$ cat src/rtl/led_pkg.sv
// Shared definitions for the LED matrix scan engine.
//   mode_e  : scroll mode encodings carried on mode_i
//   wrap_add: modulo add by compare-and-wrap (operands already < n)
// Column convention: bit 0 of every column vector is the leftmost LED.
package led_pkg;

    typedef enum logic [1:0] {
        MODE_STATIC = 2'b00,
        MODE_LEFT   = 2'b01,
        MODE_RIGHT  = 2'b10,
        MODE_UP     = 2'b11
    } mode_e;

    // (a + b) mod n for a, b < n; avoids a divider for non-power-of-two sizes.
    function automatic int unsigned wrap_add(input int unsigned a,
                                             input int unsigned b,
                                             input int unsigned n);
        int unsigned s;
        s = a + b;
        return (s >= n) ? s - n : s;
    endfunction

endpackage

$ cat src/rtl/led_scan_timer.sv
// Row-scan timing for the LED matrix.
//   clk_i, rst_i      : clock, synchronous active-high reset
//   div_clr_i         : clear the frame divider (mode change)
//   row_o             : row currently being dwelt on
//   dwell_blank_o     : dwell counter is inside the anti-ghosting blank window
//   frame_first_o     : first cycle of the frame (row 0, dwell 0)
//   frame_boundary_o  : last cycle of the frame (last row, last dwell cycle)
//   scroll_tick_o     : frame boundary on which the divider wraps
module led_scan_timer #(
    parameter int unsigned ROWS         = 8,
    parameter int unsigned ROW_TICKS    = 50000,
    parameter int unsigned BLANK_CYCLES = 16,
    parameter int unsigned SCROLL_DIV   = 8
) (
    input  logic                    clk_i,
    input  logic                    rst_i,
    input  logic                    div_clr_i,
    output logic [$clog2(ROWS)-1:0] row_o,
    output logic                    dwell_blank_o,
    output logic                    frame_first_o,
    output logic                    frame_boundary_o,
    output logic                    scroll_tick_o
);

    localparam int unsigned RW   = $clog2(ROWS);
    localparam int unsigned TW   = $clog2(ROW_TICKS);
    localparam int unsigned DIVW = (SCROLL_DIV > 1) ? $clog2(SCROLL_DIV) : 1;

    logic [TW-1:0]   dwell_q, dwell_d;
    logic [RW-1:0]   row_q, row_d;
    logic [DIVW-1:0] div_q, div_d;
    logic            dwell_wrap, row_last, div_last;

    always_comb begin
        dwell_wrap       = (dwell_q == TW'(ROW_TICKS - 1));
        row_last         = (row_q == RW'(ROWS - 1));
        div_last         = (div_q == DIVW'(SCROLL_DIV - 1));
        frame_boundary_o = dwell_wrap && row_last;
        scroll_tick_o    = frame_boundary_o && div_last;
        dwell_blank_o    = (dwell_q < TW'(BLANK_CYCLES));
        frame_first_o    = (dwell_q == '0) && (row_q == '0);
        row_o            = row_q;

        dwell_d = dwell_wrap ? '0 : dwell_q + 1'b1;
        row_d   = row_q;
        if (dwell_wrap) begin
            row_d = row_last ? '0 : row_q + 1'b1;
        end
        div_d = div_q;
        if (div_clr_i) begin
            div_d = '0;
        end else if (frame_boundary_o) begin
            div_d = div_last ? '0 : div_q + 1'b1;
        end
    end

    always_ff @(posedge clk_i) begin
        if (rst_i) begin
            dwell_q <= '0;
            row_q   <= '0;
            div_q   <= '0;
        end else begin
            dwell_q <= dwell_d;
            row_q   <= row_d;
            div_q   <= div_d;
        end
    end

endmodule

$ cat src/rtl/led_matrix_scan_ctrl.sv
// Row-scan engine for a ROWS x COLS RGB LED matrix with a double-buffered
// frame store and four scroll modes.
//   clk_i, rst_i                : clock, synchronous active-high reset
//   wr_en_i, wr_row_i, wr_*_i   : write one row into the shadow bank
//   swap_i                      : request a bank swap at the next frame boundary
//   mode_i                      : 00 static, 01 left, 10 right, 11 up
//   led_row_o                   : one-hot row enable (registered)
//   led_col_{r,g,b}_o           : column data for the enabled row (registered)
//   frame_start_o               : pulse aligned with the first output of row 0
//   swap_done_o                 : pulse the cycle after the banks flip
module led_matrix_scan_ctrl #(
    parameter int unsigned ROWS         = 8,
    parameter int unsigned COLS         = 8,
    parameter int unsigned ROW_TICKS    = 50000,
    parameter int unsigned BLANK_CYCLES = 16,
    parameter int unsigned SCROLL_DIV   = 8
) (
    input  logic                    clk_i,
    input  logic                    rst_i,
    input  logic                    wr_en_i,
    input  logic [$clog2(ROWS)-1:0] wr_row_i,
    input  logic [COLS-1:0]         wr_r_i,
    input  logic [COLS-1:0]         wr_g_i,
    input  logic [COLS-1:0]         wr_b_i,
    input  logic                    swap_i,
    input  logic [1:0]              mode_i,
    output logic [ROWS-1:0]         led_row_o,
    output logic [COLS-1:0]         led_col_r_o,
    output logic [COLS-1:0]         led_col_g_o,
    output logic [COLS-1:0]         led_col_b_o,
    output logic                    frame_start_o,
    output logic                    swap_done_o
);

    import led_pkg::*;

    localparam int unsigned RW = $clog2(ROWS);
    localparam int unsigned CW = $clog2(COLS);

    logic [RW-1:0]   row;
    logic            dwell_blank, frame_first, frame_boundary, scroll_tick;

    logic            bank_sel_q, bank_sel_d;   // selects the display bank
    logic            pending_q, pending_d;
    logic            flip, mode_change, wr_ok;
    mode_e           mode_q;
    logic [CW-1:0]   coff_q, coff_d;
    logic [RW-1:0]   roff_q, roff_d;
    logic [RW-1:0]   disp_row;

    logic [ROWS-1:0] led_row_q, led_row_d;
    logic [COLS-1:0] col_r_q, col_r_d, col_g_q, col_g_d, col_b_q, col_b_d;
    logic            frame_start_q, swap_done_q;

    logic [COLS-1:0] bank_r_q [2][ROWS];
    logic [COLS-1:0] bank_g_q [2][ROWS];
    logic [COLS-1:0] bank_b_q [2][ROWS];
    logic [COLS-1:0] disp_r, disp_g, disp_b;

    led_scan_timer #(
        .ROWS        (ROWS),
        .ROW_TICKS   (ROW_TICKS),
        .BLANK_CYCLES(BLANK_CYCLES),
        .SCROLL_DIV  (SCROLL_DIV)
    ) u_timer (
        .clk_i           (clk_i),
        .rst_i           (rst_i),
        .div_clr_i       (mode_change),
        .row_o           (row),
        .dwell_blank_o   (dwell_blank),
        .frame_first_o   (frame_first),
        .frame_boundary_o(frame_boundary),
        .scroll_tick_o   (scroll_tick)
    );

    // Swap and scroll control.
    always_comb begin
        mode_change = (mode_e'(mode_i) != mode_q);
        flip        = frame_boundary && pending_q;
        bank_sel_d  = bank_sel_q ^ flip;
        // A request arriving in the flip cycle queues the next flip.
        pending_d   = flip ? swap_i : (pending_q || swap_i);

        coff_d = coff_q;
        roff_d = roff_q;
        if (mode_change) begin
            coff_d = '0;
            roff_d = '0;
        end else if (scroll_tick) begin
            case (mode_q)
                MODE_LEFT:  coff_d = (coff_q == CW'(COLS - 1)) ? '0 : coff_q + 1'b1;
                MODE_RIGHT: coff_d = (coff_q == '0) ? CW'(COLS - 1) : coff_q - 1'b1;
                MODE_UP:    roff_d = (roff_q == RW'(ROWS - 1)) ? '0 : roff_q + 1'b1;
                default:    ;
            endcase
        end
    end

    // Output mux: display-bank row chosen by row offset, columns rotated by coff.
    always_comb begin
        wr_ok     = (32'(wr_row_i) < ROWS);
        disp_row  = RW'(wrap_add(32'(row), 32'(roff_q), ROWS));
        disp_r    = bank_r_q[bank_sel_q][disp_row];
        disp_g    = bank_g_q[bank_sel_q][disp_row];
        disp_b    = bank_b_q[bank_sel_q][disp_row];
        led_row_d = '0;
        col_r_d   = '0;
        col_g_d   = '0;
        col_b_d   = '0;
        if (!dwell_blank) begin
            led_row_d = ROWS'(1) << row;
            for (int unsigned c = 0; c < COLS; c++) begin
                col_r_d[c] = disp_r[CW'(wrap_add(c, 32'(coff_q), COLS))];
                col_g_d[c] = disp_g[CW'(wrap_add(c, 32'(coff_q), COLS))];
                col_b_d[c] = disp_b[CW'(wrap_add(c, 32'(coff_q), COLS))];
            end
        end
    end

    always_ff @(posedge clk_i) begin
        if (rst_i) begin
            bank_sel_q    <= 1'b0;
            pending_q     <= 1'b0;
            mode_q        <= MODE_STATIC;
            coff_q        <= '0;
            roff_q        <= '0;
            led_row_q     <= '0;
            col_r_q       <= '0;
            col_g_q       <= '0;
            col_b_q       <= '0;
            frame_start_q <= 1'b0;
            swap_done_q   <= 1'b0;
        end else begin
            bank_sel_q    <= bank_sel_d;
            pending_q     <= pending_d;
            mode_q        <= mode_e'(mode_i);
            coff_q        <= coff_d;
            roff_q        <= roff_d;
            led_row_q     <= led_row_d;
            col_r_q       <= col_r_d;
            col_g_q       <= col_g_d;
            col_b_q       <= col_b_d;
            frame_start_q <= frame_first;
            swap_done_q   <= flip;
        end
    end

    // Writes use the pre-flip select, so a write in the flip cycle lands in
    // the bank that is about to become visible.
    always_ff @(posedge clk_i) begin
        if (rst_i) begin
            for (int unsigned k = 0; k < 2; k++) begin
                for (int unsigned j = 0; j < ROWS; j++) begin
                    bank_r_q[k][j] <= '0;
                    bank_g_q[k][j] <= '0;
                    bank_b_q[k][j] <= '0;
                end
            end
        end else if (wr_en_i && wr_ok) begin
            bank_r_q[~bank_sel_q][wr_row_i] <= wr_r_i;
            bank_g_q[~bank_sel_q][wr_row_i] <= wr_g_i;
            bank_b_q[~bank_sel_q][wr_row_i] <= wr_b_i;
        end
    end

    assign led_row_o     = led_row_q;
    assign led_col_r_o   = col_r_q;
    assign led_col_g_o   = col_g_q;
    assign led_col_b_o   = col_b_q;
    assign frame_start_o = frame_start_q;
    assign swap_done_o   = swap_done_q;

endmodule
$ cat config.mk
export PLATFORM = sky130hd
export DESIGN_NAME = led_matrix_scan_ctrl
export DESIGN_NICKNAME = d
export VERILOG_FILES = /design/src/rtl/led_pkg.sv /design/src/rtl/led_scan_timer.sv /design/src/rtl/led_matrix_scan_ctrl.sv
export SDC_FILE = /design/constraint.sdc
export NUM_CORES = 1
export LEC_CHECK = 0
export ABC_CLOCK_PERIOD_IN_PS = 5400
export BUFFER_PORTS_ARGS = -buffer_cell sky130_fd_sc_hd__buf_4
export CORE_UTILIZATION = 35
export CTS_CLUSTER_SIZE = 25
export DETAILED_ROUTE_END_ITERATION = 8
export MAX_ROUTING_LAYER = met4
export PLACE_DENSITY = 0.47
export SETUP_SLACK_MARGIN = 0.5
export SLEW_MARGIN = 40
export SYNTH_ARGS = -nofsm -noshare
export SYNTH_HDL_FRONTEND = slang
export SYNTH_SLANG_ARGS = --single-unit
$ cat constraint.sdc
create_clock -name clk_i -period 5.4 [get_ports clk_i]
set_input_delay 1.08 -clock clk_i [delete_from_list [all_inputs] [get_ports clk_i]]
set_output_delay 1.08 -clock clk_i [all_outputs]
set_load 0.005 [all_outputs]
==> summary by stage <==
Run status
The flow ran to the end, and the final reports show no timing, DRC or antenna violations.

Critical path
At the worst endpoint, the required time is 5850 ps. Tracing the worst setup path back leads to its startpoint at coff_q[0]. The biggest fanout along the worst timing path is 31. The cell with the most instances on the worst path is sky130_fd_sc_hd__buf_4.

Data arrives at the worst endpoint at 4170 ps. The critical path endpoint is led_col_r_o[7]. The cell with the largest stage delay on the worst path is sky130_fd_sc_hd__ha_1. In this run the critical register-to-register path is captured at led_col_r_o[7]. The worst register-to-register path has a depth of 8. The type of the setup path with the least slack is register to register.

The source of the worst register-to-register timing path is coff_q[0]. The worst setup path is captured at a register. The signal on the critical path passes through buf_4 -> clkinv_1 -> ha_1 -> buf_4 -> mux4_2 -> nand3_1 -> o221ai_1 -> a211oi_1. The launching element type of the critical path is a register.

The largest single stage delay on the critical path is 960 ps. Setup slack on the worst reg-to-reg path comes out at 1680 ps.

Layout
The area added between synthesis and finish is 15.58%. At the end of the flow, the number of nets in the layout was 1403. At the end of the flow the core is filled with cells to 40.89%. Cells with a size suffix above 1 make up 23.59% of the layout. The fill cell total of the finished layout is 5123.

STA
For the pin with the worst max-slew slack, the measured transition is 835.8 ps. Measured against its own limit, the worst slew margin works out to 44.28%. Setup violations remaining at the end of the flow were counted as 0. The final hold violation count is 0. The highest achievable clock rate is 268.7 MHz. After layout, the worst setup slack is 1678 ps. The final clock skew is 20.37 ps.

Setup repair after global routing left no endpoint under its margin. The share of the clock period used by the worst path is 68.92%. The clock period minus final worst setup slack is 3722 ps. Final hold analysis gives a worst-case slack of 460.8 ps. The sum of negative setup slack is 0 ps.

The number of max-slew violations in the final report came to 0.

Yosys
In this run, distinct cell masters in the synthesized netlist total 61. The top cell type by area accounts for 57.91% of the synthesized area. By area the synthesized netlist is led by sky130_fd_sc_hd__edfxtp_1 (58%), sky130_fd_sc_hd__mux4_2 (14%), sky130_fd_sc_hd__dfxtp_1 (6.6%). The average cell area after synthesis is 15.53 um2. The cell area after technology mapping is 19910 um2.

The warning count from the yosys run is 0. In the synthesized netlist the async set-or-reset flop fraction comes to 0%. The post-synthesis cell type with the largest combined area is sky130_fd_sc_hd__edfxtp_1. The number of nets in the synthesized netlist is 1335. The most used standard cell by instance count after synthesis is sky130_fd_sc_hd__edfxtp_1. The post-synthesis cell count is 1282. After synthesis, the most frequently instantiated cells are sky130_fd_sc_hd__edfxtp_1 (384), sky130_fd_sc_hd__and2_1 (171), sky130_fd_sc_hd__mux4_2 (121).

The number of storage elements in the synthesis netlist is 450. The sequential-to-total area share from yosys stat is 64.55%. The number of flops mapped to enable cells by yosys is 384. In the synthesized netlist the dominant register cell turns out to be sky130_fd_sc_hd__edfxtp_1.

Route
For this block, the initial DRC count from the detailed router was 686. In the final routed layout, each cell accounts on average for 24.69 um. The detailed-routing iteration count for the pre-antenna-repair pass is 6. The number of vias per cell is 5.150. In this run the remaining antenna-violating nets after routing total 0. For this block, the routed nets add up to 52870 um of wire. The total DRC errors in the routed layout is 0. The number of vias in the routed layout is 11030.

Clocking
The clock-pin slew of the registers on the worst-case setup and hold paths is 60 ps. CTS saw 450 sinks. The number of buffers inserted by post-CTS setup repair is 0. The TritonCTS buffer count is 50. Clock tree synthesis selected as its root buffer the cell sky130_fd_sc_hd__clkbuf_16.

The clock tree synthesis step divided the H-tree into 2 levels. The hold buffer count at CTS is 0. The TritonCTS clock tree is built. Clock latency on the worst-skew pair, taken at its later pin, is 590 ps.

The longest clock path from root to sink contains 3 buffers. The count of instances resized after the clock tree is built is 0.

Die
The total die area is 57850 um2. The die height is 240.5 um. Once the floorplan was initialized, standard cells occupied 35.38% of the core.

The row count is 87. The number of placed I/O pins is 67. After floorplanning, the core was sized to cover 56280 um2. The chip width is 240.5 um.

Place
At the placement stage, the worst setup path has a slack of 1537 ps. Input and output buffers added on the ports amount to 66. The congestion estimate from routability-driven global placement came to 0.7913.

Detailed placement ended at an HPWL of 32810 um.

Power and ir drop
The completed layout was analyzed and its total power is 7.615 mW. The worst supply voltage drop on vdd is 0.2042 mV. The total power density per cell area is 330.9 nW/um2. The leakage power total is 8.203 nW.

Global route
The initial antenna violation count is 2. The number of global-route vias before repair is 11500. The sum of overflow across all layers after global routing is 0. The total global routing track utilization is 19.41%. The largest net degree at the start of global routing is 46.

The first global-routing pass estimated 78170 um of wire.

Flow run
The max-cap check violation count is 0.

Worst hold path
The class of the worst hold path is register to register.
[routing by layer]
metal | wire [um] | vias up | part of all wire [%] | GRT usage [%]
li1 | - | 5005 | - | -
met1 | 23060 | 5686 | 44 | 24.57
met2 | 26090 | 257 | 49 | 32.08
met3 | 2641 | 78 | 5.0 | 3.674
met4 | 1081 | 0 | 2.0 | 4.710
met5 | 0 | - | 0 | -
[metrics by stage]
stage                     instance area (um2)  instances
after floorplan                         19910       1282
after global placement                  21250       2050
after detailed placement                21390       2053
after CTS                               22970       2137
after global routing                    23010       2139
final                                   23010       2141
[worst max-delay path, delay by kind of cell (launching register included)]
family | cells | cell delay, ps
mux | 1 | 370
buf+inv | 3 | 1290
fa+ha+maj | 1 | 960
simple gates | 1 | 100
flops | 1 | 310
compound gates | 2 | 530
[flip-flops by register name, indices dropped and copies added (netlist names), 2 cells and up]
name             flops
led_col_b_o          8
bank_g_q           128
bank_b_q           128
u_timer.row_o        3
u_timer.div_q        3
u_timer.dwell_q     16
roff_q               3
mode_q               2
coff_q               3
led_row_o            8
led_col_r_o          8
led_col_g_o          8
bank_r_q           128
[worst min path at each step]
stage | start | endpoint | slack [ps] | depth (start not counted)
global placement | u_timer.div_q[1] | u_timer.div_q[1] | 440 | 2
global route | u_timer.div_q[0] | u_timer.div_q[0] | 510 | 2
floorplan | u_timer.dwell_q[0] | u_timer.dwell_q[0] | 430 | 1
CTS | u_timer.dwell_q[0] | u_timer.dwell_q[0] | 470 | 1
finish | u_timer.dwell_q[0] | u_timer.dwell_q[0] | 460 | 1
detailed placement | u_timer.div_q[1] | u_timer.div_q[1] | 460 | 2
[area by class of cell]
| class | instances | area [um2] | share of cell area, % |
|---|---|---|---|
| antenna | 3 | 7.507 | 0.03262 |
| multi-input combinational | 722 | 6705 | 29.14 |
| timing repair buffer | 88 | 770.7 | 3.349 |
| sequential | 450 | 12860 | 55.87 |
| inverter | 38 | 142.6 | 0.6198 |
| tap | 756 | 945.9 | 4.110 |
| clock inverter | 29 | 292.8 | 1.272 |
| clock buffer | 55 | 1291 | 5.611 |
[report_power, final]
part	switching (mW)	leakage, nW	total (mW)	internal [mW]
Clock	1.38	0.772	3.37	1.99
Combinational	0.204	2.92	0.299	0.0954
Sequential	0.0360	4.51	3.95	3.91
[cells in the final DEF (no fill, tap or decap), types with 7 or more instances in the layout]
cell                        instances
sky130_fd_sc_hd__a22o_1             9
sky130_fd_sc_hd__mux2_2            11
sky130_fd_sc_hd__dfxtp_1           65
sky130_fd_sc_hd__or3_1              7
sky130_fd_sc_hd__clkbuf_16         51
sky130_fd_sc_hd__mux4_2           121
sky130_fd_sc_hd__a21oi_1           17
sky130_fd_sc_hd__o21ai_0           11
sky130_fd_sc_hd__xor2_1            11
sky130_fd_sc_hd__and2_1           171
sky130_fd_sc_hd__ha_1              18
sky130_fd_sc_hd__inv_1             37
sky130_fd_sc_hd__nor2b_1            7
sky130_fd_sc_hd__nand3_1           12
sky130_fd_sc_hd__nand2_1           69
sky130_fd_sc_hd__buf_4             81
sky130_fd_sc_hd__nor3_1             8
sky130_fd_sc_hd__clkinv_1          10
sky130_fd_sc_hd__clkinv_2           9
sky130_fd_sc_hd__nand2b_1          10
sky130_fd_sc_hd__xnor2_1            7
sky130_fd_sc_hd__mux2i_1           30
sky130_fd_sc_hd__and3_1            12
sky130_fd_sc_hd__edfxtp_1         384
sky130_fd_sc_hd__o22ai_1           12
sky130_fd_sc_hd__nor2_1            93
[kinds of logic (layout without fill, tap and decap cells)]
kind of cell    Yosys count  in the layout  synth area share [%]
flops                   450            450                 64.55
simple gates            426            426                 11.25
mux                     167            167                 16.25
buf+inv                 110            210                 2.438
compound gates           89             89                 3.262
fa+ha+maj                20             20                 1.295
xor+xnor                 20             20                0.9552
other cells               0              3                     0
Note: power is estimated with default switching activity, not from simulation.
